File: src/rtl/dmem_arbiter.sv
// dmem_arbiter: shares one single-port data memory between the CPU
// load/store path and the debug/loader port. Round-robin on ties,
// registered memory command, read data steered back by a 1-bit tag.
module dmem_arbiter #(
  parameter int AW = 10,
  parameter int DW = 32
) (
  input  logic          clk,
  input  logic          rst,
  // CPU port
  input  logic          c_req,
  input  logic          c_we,
  input  logic [AW-1:0] c_addr,
  input  logic [DW-1:0] c_wdata,
  output logic          c_gnt,
  output logic          c_rvalid,
  output logic [DW-1:0] c_rdata,
  // debug/loader port
  input  logic          d_req,
  input  logic          d_we,
  input  logic [AW-1:0] d_addr,
  input  logic [DW-1:0] d_wdata,
  output logic          d_gnt,
  output logic          d_rvalid,
  output logic [DW-1:0] d_rdata,
  // memory side
  output logic [AW-1:0] mem_addr,
  output logic [DW-1:0] mem_wdata,
  output logic          mem_wren,
  output logic          mem_rden,
  input  logic [DW-1:0] mem_q
);

  localparam logic CPU = 1'b0;
  localparam logic DBG = 1'b1;

  logic       last_grant;
  // [0]: read issued this cycle, [1]: read data on mem_q this cycle
  logic [1:0] vld_pipe;
  logic [1:0] tag_pipe;
  logic       c_elig, d_elig, win_c, win_d;

  // Pick a winner; a port whose gnt is high this cycle is not eligible,
  // so a held request is never issued twice.
  always_comb begin
    c_elig = c_req & ~c_gnt;
    d_elig = d_req & ~d_gnt;
    win_c  = c_elig & (~d_elig | (last_grant == DBG));
    win_d  = d_elig & ~win_c;
  end

  // Register the memory command, grants and the read-return pipeline.
  always_ff @(posedge clk) begin
    if (rst) begin
      c_gnt      <= 1'b0;
      d_gnt      <= 1'b0;
      mem_addr   <= '0;
      mem_wdata  <= '0;
      mem_wren   <= 1'b0;
      mem_rden   <= 1'b0;
      last_grant <= DBG;
      vld_pipe   <= '0;
      tag_pipe   <= '0;
    end else begin
      c_gnt       <= win_c;
      d_gnt       <= win_d;
      mem_wren    <= 1'b0;
      mem_rden    <= 1'b0;
      vld_pipe[0] <= 1'b0;
      if (win_c) begin
        mem_addr    <= c_addr;
        mem_wdata   <= c_wdata;
        mem_wren    <= c_we;
        mem_rden    <= ~c_we;
        vld_pipe[0] <= ~c_we;
        tag_pipe[0] <= CPU;
        last_grant  <= CPU;
      end else if (win_d) begin
        mem_addr    <= d_addr;
        mem_wdata   <= d_wdata;
        mem_wren    <= d_we;
        mem_rden    <= ~d_we;
        vld_pipe[0] <= ~d_we;
        tag_pipe[0] <= DBG;
        last_grant  <= DBG;
      end
      vld_pipe[1] <= vld_pipe[0];
      tag_pipe[1] <= tag_pipe[0];
    end
  end

  // Steer returning read data to its requester; the other port sees 0.
  always_comb begin
    c_rvalid = vld_pipe[1] & (tag_pipe[1] == CPU);
    d_rvalid = vld_pipe[1] & (tag_pipe[1] == DBG);
    c_rdata  = c_rvalid ? mem_q : '0;
    d_rdata  = d_rvalid ? mem_q : '0;
  end

endmodule

File: config.mk
export PLATFORM = sky130hd
export DESIGN_NAME = dmem_arbiter
export DESIGN_NICKNAME = d
export VERILOG_FILES = /design/src/rtl/dmem_arbiter.sv
export SDC_FILE = /design/constraint.sdc
export NUM_CORES = 1
export LEC_CHECK = 0
export ABC_AREA = 1
export CORE_MARGIN = 10
export CORE_UTILIZATION = 30
export CTS_BUF_LIST = sky130_fd_sc_hd__clkbuf_8
export DETAILED_ROUTE_END_ITERATION = 7
export PLACE_DENSITY = 0.74
export REMOVE_ABC_BUFFERS = 1
export SYNTH_ARGS = -nofsm -noshare
export SYNTH_HDL_FRONTEND = slang
export SYNTH_SLANG_ARGS = --single-unit
File: constraint.sdc
create_clock -name clk -period 3 [get_ports clk]
set_input_delay 0.45 -clock clk [delete_from_list [all_inputs] [get_ports clk]]
set_output_delay 0.45 -clock clk [all_outputs]
set_load 0.01 [all_outputs]
==> results.toml, run 1 <==
[sta]
fin_ws_ns = 0.539
skew_ns = 0.0145
max_slew_margin = 0.555
drv_slew = 0
rsz0062_at_grt = "no"
max_freq_mhz = 406
finalCritPeriodShare = 0.820
setup_violations = 0
hold_viol = 0
totalNegativeSetupSlack_ns = 0
tightest_slew_ns = 0.668
fin_crit_ns = 2.46
whs_ns = 0.429

[logic_synthesis]
syn_area_sq_um = 2990
ys_seq_area_frac = 0.334
ys_types = 18
syn-instance-count = 510
avgSynthCellArea_sq_um = 5.87
synth_seq_cells = 50
synth_warnings = 0

[drt]
ant_nets = 0
avgViaCountPerCell = 4.48
wire_per_inst_microns = 14.6
vias = 3815
firstDrtPassIters = 6
drt_iter0_drc = 175
routed_wl_microns = 12400
drc = 0

[layout]
design_area_sq_um = 5460
drive_gt1_frac = 0.0278
nNetsFinal = 840
diodes = 0
utilization = 0.561
area_growth_pct = 82.3
instances_no_fill = 852

[worst_setup_path]
path_depth = 4
worst-endpoint-required_ns = 2.55
crit_family = "buffers and inverters"
cp-start-kind = "flip-flop"
r2r_slack_ns = 1.49
timing.rr.end = "mem_wdata[26]$_SDFFE_PP0P_"
path_cells = "nand2_1 -> buf_4 -> nor2_1 -> clkdlybuf4s50_1"
path_class = "reg -> out"
startpoint = "tag_pipe[1]$_SDFF_PP0_"
endpoint = "d_rdata[29]"
worstPathArrival_ns = 2.01
slowest_delay_ns = 0.56
crit_buf_inv = 2
crit_fanout = 22
r2r_start = "d_gnt$_SDFF_PP0_"
cp_slowest_cell = "clkdlybuf4s50_1"
crit_path_end_kind = "output port"
rr_worst_depth = 6

[run]
cap_violations = 0

[place]
place_hpwl_microns = 10200
portBuffers = 233
dp_worst_setup_slack_ns = 0.822
gp_congestion = 0.835
dp_cells = 844
placed_area_sq_um = 5360

[global_route]
first_global_vias = 3897
grt_usage = 0.163
grt_max_degree = 87
overflow = 0
grt_pass1_wl_microns = 19400
antenna_found_initial = 0

[power]
p_total_mw = 1.85
power.share.sequential = 0.411
switching_share = 0.306
clockPowerShare = 0.230
p_leak_nw = 2.53
p_comb_frac = 0.359
p_per_area_nw_per_um2 = 339
vdd_drop_max_mv = 0.177
p_sw_mw = 0.565
p_int_mw = 1.28

[clock_network]
root_buffer = "clkbuf_8"
clock_sinks = 50
cts_max_level = 2
hold_buffers = 0
insertion_delay_ns = 0.30
path_clk_slew_ns = 0.09
numCtsBuffers = 5
cts_tree = "yes"
cts-resized-gates = 0
clockBufferDepth = 2
cts_setup_buffers = 0

[floorplanning]
die_x_microns = 120
die-height_microns = 120
die_area_sq_um = 14400
start_util = 0.308
fp.coreArea_sq_um = 9730
row_count = 36
ioPinCount = 234

[outcome]
status = "finished clean"

[min_path]
hp-class = "reg -> reg"
==> synthesized netlist by cell type <==
library cell  number  area [sq um]
nor2_1           156           586
inv_1             81           304
dfxtp_1           50          1000
nand2_1           49           184
a21oi_1           43           215
nand3_1           42           210
o21ai_0           39           195
clkbuf_1          17          63.8
buf_4             10          75.1
buf_6              6          67.6
buf_2              4          20.0
inv_2              4          15.0
o21ai_1            4          20.0
nand2_2            1          6.26
nand3_2            1          10.0
nand4_1            1          6.26
nor2_2             1          6.26
o211ai_1           1          7.51
==> layer usage <==
layer  wire, microns  vias up  GRT usage
met1            4740     1676      0.164
met3            1620        6     0.0900
li1                -     1965          -
met2            6000      168      0.294
met4              75        0     0.0271
met5               0        -          0
==> placed cells by master (no fill, tap or decap) <==
master and instances:
clkdlybuf4s50_1 233, inv_6 1, nor2_1 156, clkbuf_8 6, buf_12 4, nor2_4 1
inv_1 81, buf_4 1, nand2_2 1, nand3_1 42, o211ai_1 1, nand4_1 1
dfxtp_1 50, a21oi_1 43, nand2_1 49, o21ai_0 39, nand3_2 1, clkinvlp_4 1
inv_2 4, o21ai_1 4
==> layout make-up <==
type	instances	area [sq um]
clock buffers	6	82.6
clock inverters	2	16.3
repair buffers	238	2420
well taps	133	166
flip-flops and latches	50	1000
multi-input cells	338	1450
inverters	85	319
fillers	948	4270
==> worst min path at each step <==
stage	startpoint	end	slack, ns	cells after the start
after floorplan	tag_pipe[0]$_SDFFE_PP0P_	tag_pipe[1]$_SDFF_PP0_	0.41	2
after global placement	vld_pipe[0]$_SDFF_PP0_	vld_pipe[1]$_SDFF_PP0_	0.42	2
after detailed placement	vld_pipe[0]$_SDFF_PP0_	vld_pipe[1]$_SDFF_PP0_	0.42	2
after CTS	vld_pipe[0]$_SDFF_PP0_	vld_pipe[1]$_SDFF_PP0_	0.43	2
after global routing	vld_pipe[0]$_SDFF_PP0_	vld_pipe[1]$_SDFF_PP0_	0.46	2
final	vld_pipe[0]$_SDFF_PP0_	vld_pipe[1]$_SDFF_PP0_	0.43	2
==> kinds of logic after synthesis <==
| group | synth area share |
|---|---|
| compound gates | 0.146 |
| buf+inv | 0.182 |
| flops | 0.334 |
| simple gates | 0.337 |
==> power groups by stage <==
| stage | logic [mW] | registers, mW | clock network (mW) |
|---|---|---|---|
| 2_1_floorplan | 0.237 | 0.801 | 0 |
| 3_3_place_gp | 0.660 | 0.771 | 0 |
| 3_5_place_dp | 0.669 | 0.774 | 0 |
| 4_1_cts | 0.672 | 0.759 | 0.444 |
| 5_1_grt | 0.733 | 0.767 | 0.467 |
| 6_report | 0.663 | 0.759 | 0.426 |
==> flip-flops by register name, summed over array words and instances (netlist names) <==
| signal | flops |
|---|---|
| mem_addr | 10 |
| c_gnt | 1 |
| d_gnt | 1 |
| tag_pipe | 2 |
| mem_wren | 1 |
| last_grant | 1 |
| mem_wdata | 32 |
| vld_pipe | 2 |
==> worst reg2reg max path: cells and delay by family, from the launching register on <==
| kind | cells | cell delay [ns] |
|---|---|---|
| AO/OA/AOI/OAI | 1 | 0.18 |
| buffers and inverters | 2 | 0.36 |
| flip-flops | 1 | 0.35 |
| AND/OR/NAND/NOR | 3 | 0.53 |
(Power assumes the default switching activity.)
==> run 2: changes to the inputs <==
Clock period 3 ns to 2.42 ns, I/O delays scaled along.
==> run 2 against run 1 <==
Compared with the run above:
- final area down 0.30%
- largest cell class unchanged
- clock-buffer cell count unchanged
- first-iteration DRC count down 23%
- core utilization down 0.17 points
- critical path depth up 1
- sequential power up 24%
==> results.toml, run 2 (synthesis results as in run 1) <==
[outcome]
status = "finished clean"

[clock_network]
cts_tree = "yes"
hold_buffers = 0
numCtsBuffers = 5
clockBufferDepth = 2
root_buffer = "clkbuf_8"
cts_setup_buffers = 0
path_clk_slew_ns = 0.09
cts-resized-gates = 0
cts_max_level = 2
clock_sinks = 50
insertion_delay_ns = 0.30

[place]
gp_congestion = 0.770
dp_worst_setup_slack_ns = 0.403
dp_cells = 844
place_hpwl_microns = 9910
portBuffers = 233
placed_area_sq_um = 5350

[sta]
finalCritPeriodShare = 0.898
max_freq_mhz = 460
max_slew_margin = 0.537
rsz0062_at_grt = "no"
totalNegativeSetupSlack_ns = 0
drv_slew = 0
hold_viol = 0
fin_ws_ns = 0.248
whs_ns = 0.435
tightest_slew_ns = 0.693
fin_crit_ns = 2.17
skew_ns = 0.00790
setup_violations = 0

[drt]
ant_nets = 0
firstDrtPassIters = 6
wire_per_inst_microns = 14.3
routed_wl_microns = 12200
avgViaCountPerCell = 4.44
drt_iter0_drc = 134
drc = 0
vias = 3780

[global_route]
overflow = 0
grt_pass1_wl_microns = 18900
grt_max_degree = 87
first_global_vias = 3787
antenna_found_initial = 0
grt_usage = 0.157

[power]
p_total_mw = 2.26
vdd_drop_max_mv = 0.244
p_per_area_nw_per_um2 = 415
p_leak_nw = 2.52

[worst_setup_path]
path_class = "reg -> out"
path_cells = "inv_1 -> nor2_1 -> inv_2 -> nor2_1 -> clkdlybuf4s50_1"
worst-endpoint-required_ns = 2.06
crit_path_end_kind = "output port"
crit_family = "buffers and inverters"
slowest_delay_ns = 0.59
crit_path_frequent_cell = "nor2_1"
crit_buf_inv = 3
worstPathArrival_ns = 1.81
cp-start-kind = "flip-flop"
cp_slowest_cell = "clkdlybuf4s50_1"
crit_fanout = 32

[layout]
reg_top3 = "mem_wdata x32, mem_addr x10"
diodes = 0
largest_register_ffs = 32
final_common_cell = "clkdlybuf4s50_1"
utilization = 0.559
nNetsFinal = 840
area_growth_pct = 81.8
instances_no_fill = 852
most-common-layout-cells = "233 x clkdlybuf4s50_1, 156 x nor2_1, 81 x inv_1"
drive_gt1_frac = 0.0278
design_area_sq_um = 5440
fill_cells = 939
largest-register = "mem_wdata"

[min_path]
hp-class = "reg -> reg"

[floorplanning]
fp.coreArea_sq_um = 9730
die_x_microns = 120
die-height_microns = 120
row_count = 36
start_util = 0.308
ioPinCount = 234
die_area_sq_um = 14400

[run]
cap_violations = 0
[run 2: cell types whose count changed in the layout (fill, tap and decap cells not counted), sizes merged]
cell	delta
clkinv	+1
inv	-1
[run 2: layout make-up]
| cell class | count | area (sq um) | area share |
|---|---|---|---|
| clock buffer | 6 | 82.6 | 0.0152 |
| clock inverter | 2 | 12.5 | 0.00230 |
| inverter | 85 | 319 | 0.0586 |
| multi-input combinational | 338 | 1450 | 0.267 |
| sequential | 50 | 1000 | 0.184 |
| tap | 133 | 166 | 0.0306 |
| timing repair buffer | 238 | 2410 | 0.443 |
[run 2: worst min-delay path: cells and delay by family, from the launching register on]
| family | cells | cell delay (ns) |
|---|---|---|
| flip-flops | 1 | 0.32 |
| AND/OR/NAND/NOR | 1 | 0.03 |
| buffers and inverters | 1 | 0.05 |
[run 2: power by group]
part	leakage, nW	switching, mW	internal (mW)
Sequential	0.416	0.0378	0.903
Combinational	2.06	0.364	0.446
Clock	0.0472	0.277	0.230
Total	2.52	0.678	1.58
[run 2: final timing paths]
| check | start | endpoint | slack (ns) | depth (start not counted) |
|---|---|---|---|---|
| worst max-delay path | vld_pipe[1]$_SDFF_PP0_ | c_rdata[29] | 0.25 | 5 |
| worst min-delay path | vld_pipe[0]$_SDFF_PP0_ | vld_pipe[1]$_SDFF_PP0_ | 0.43 | 2 |
| worst max register to register | d_gnt$_SDFF_PP0_ | mem_addr[9]$_SDFFE_PP0P_ | 0.94 | 7 |
| worst min register to register | vld_pipe[0]$_SDFF_PP0_ | vld_pipe[1]$_SDFF_PP0_ | 0.43 | 2 |
[run 2: metal layers]
metal  up-vias  global-route usage  share of wire
met2       161               0.277           0.47
met3         8              0.0928           0.14
li1       1962                   -              -
met4         0              0.0279         0.0087
met1      1649               0.158           0.38
met5         -                   0              0
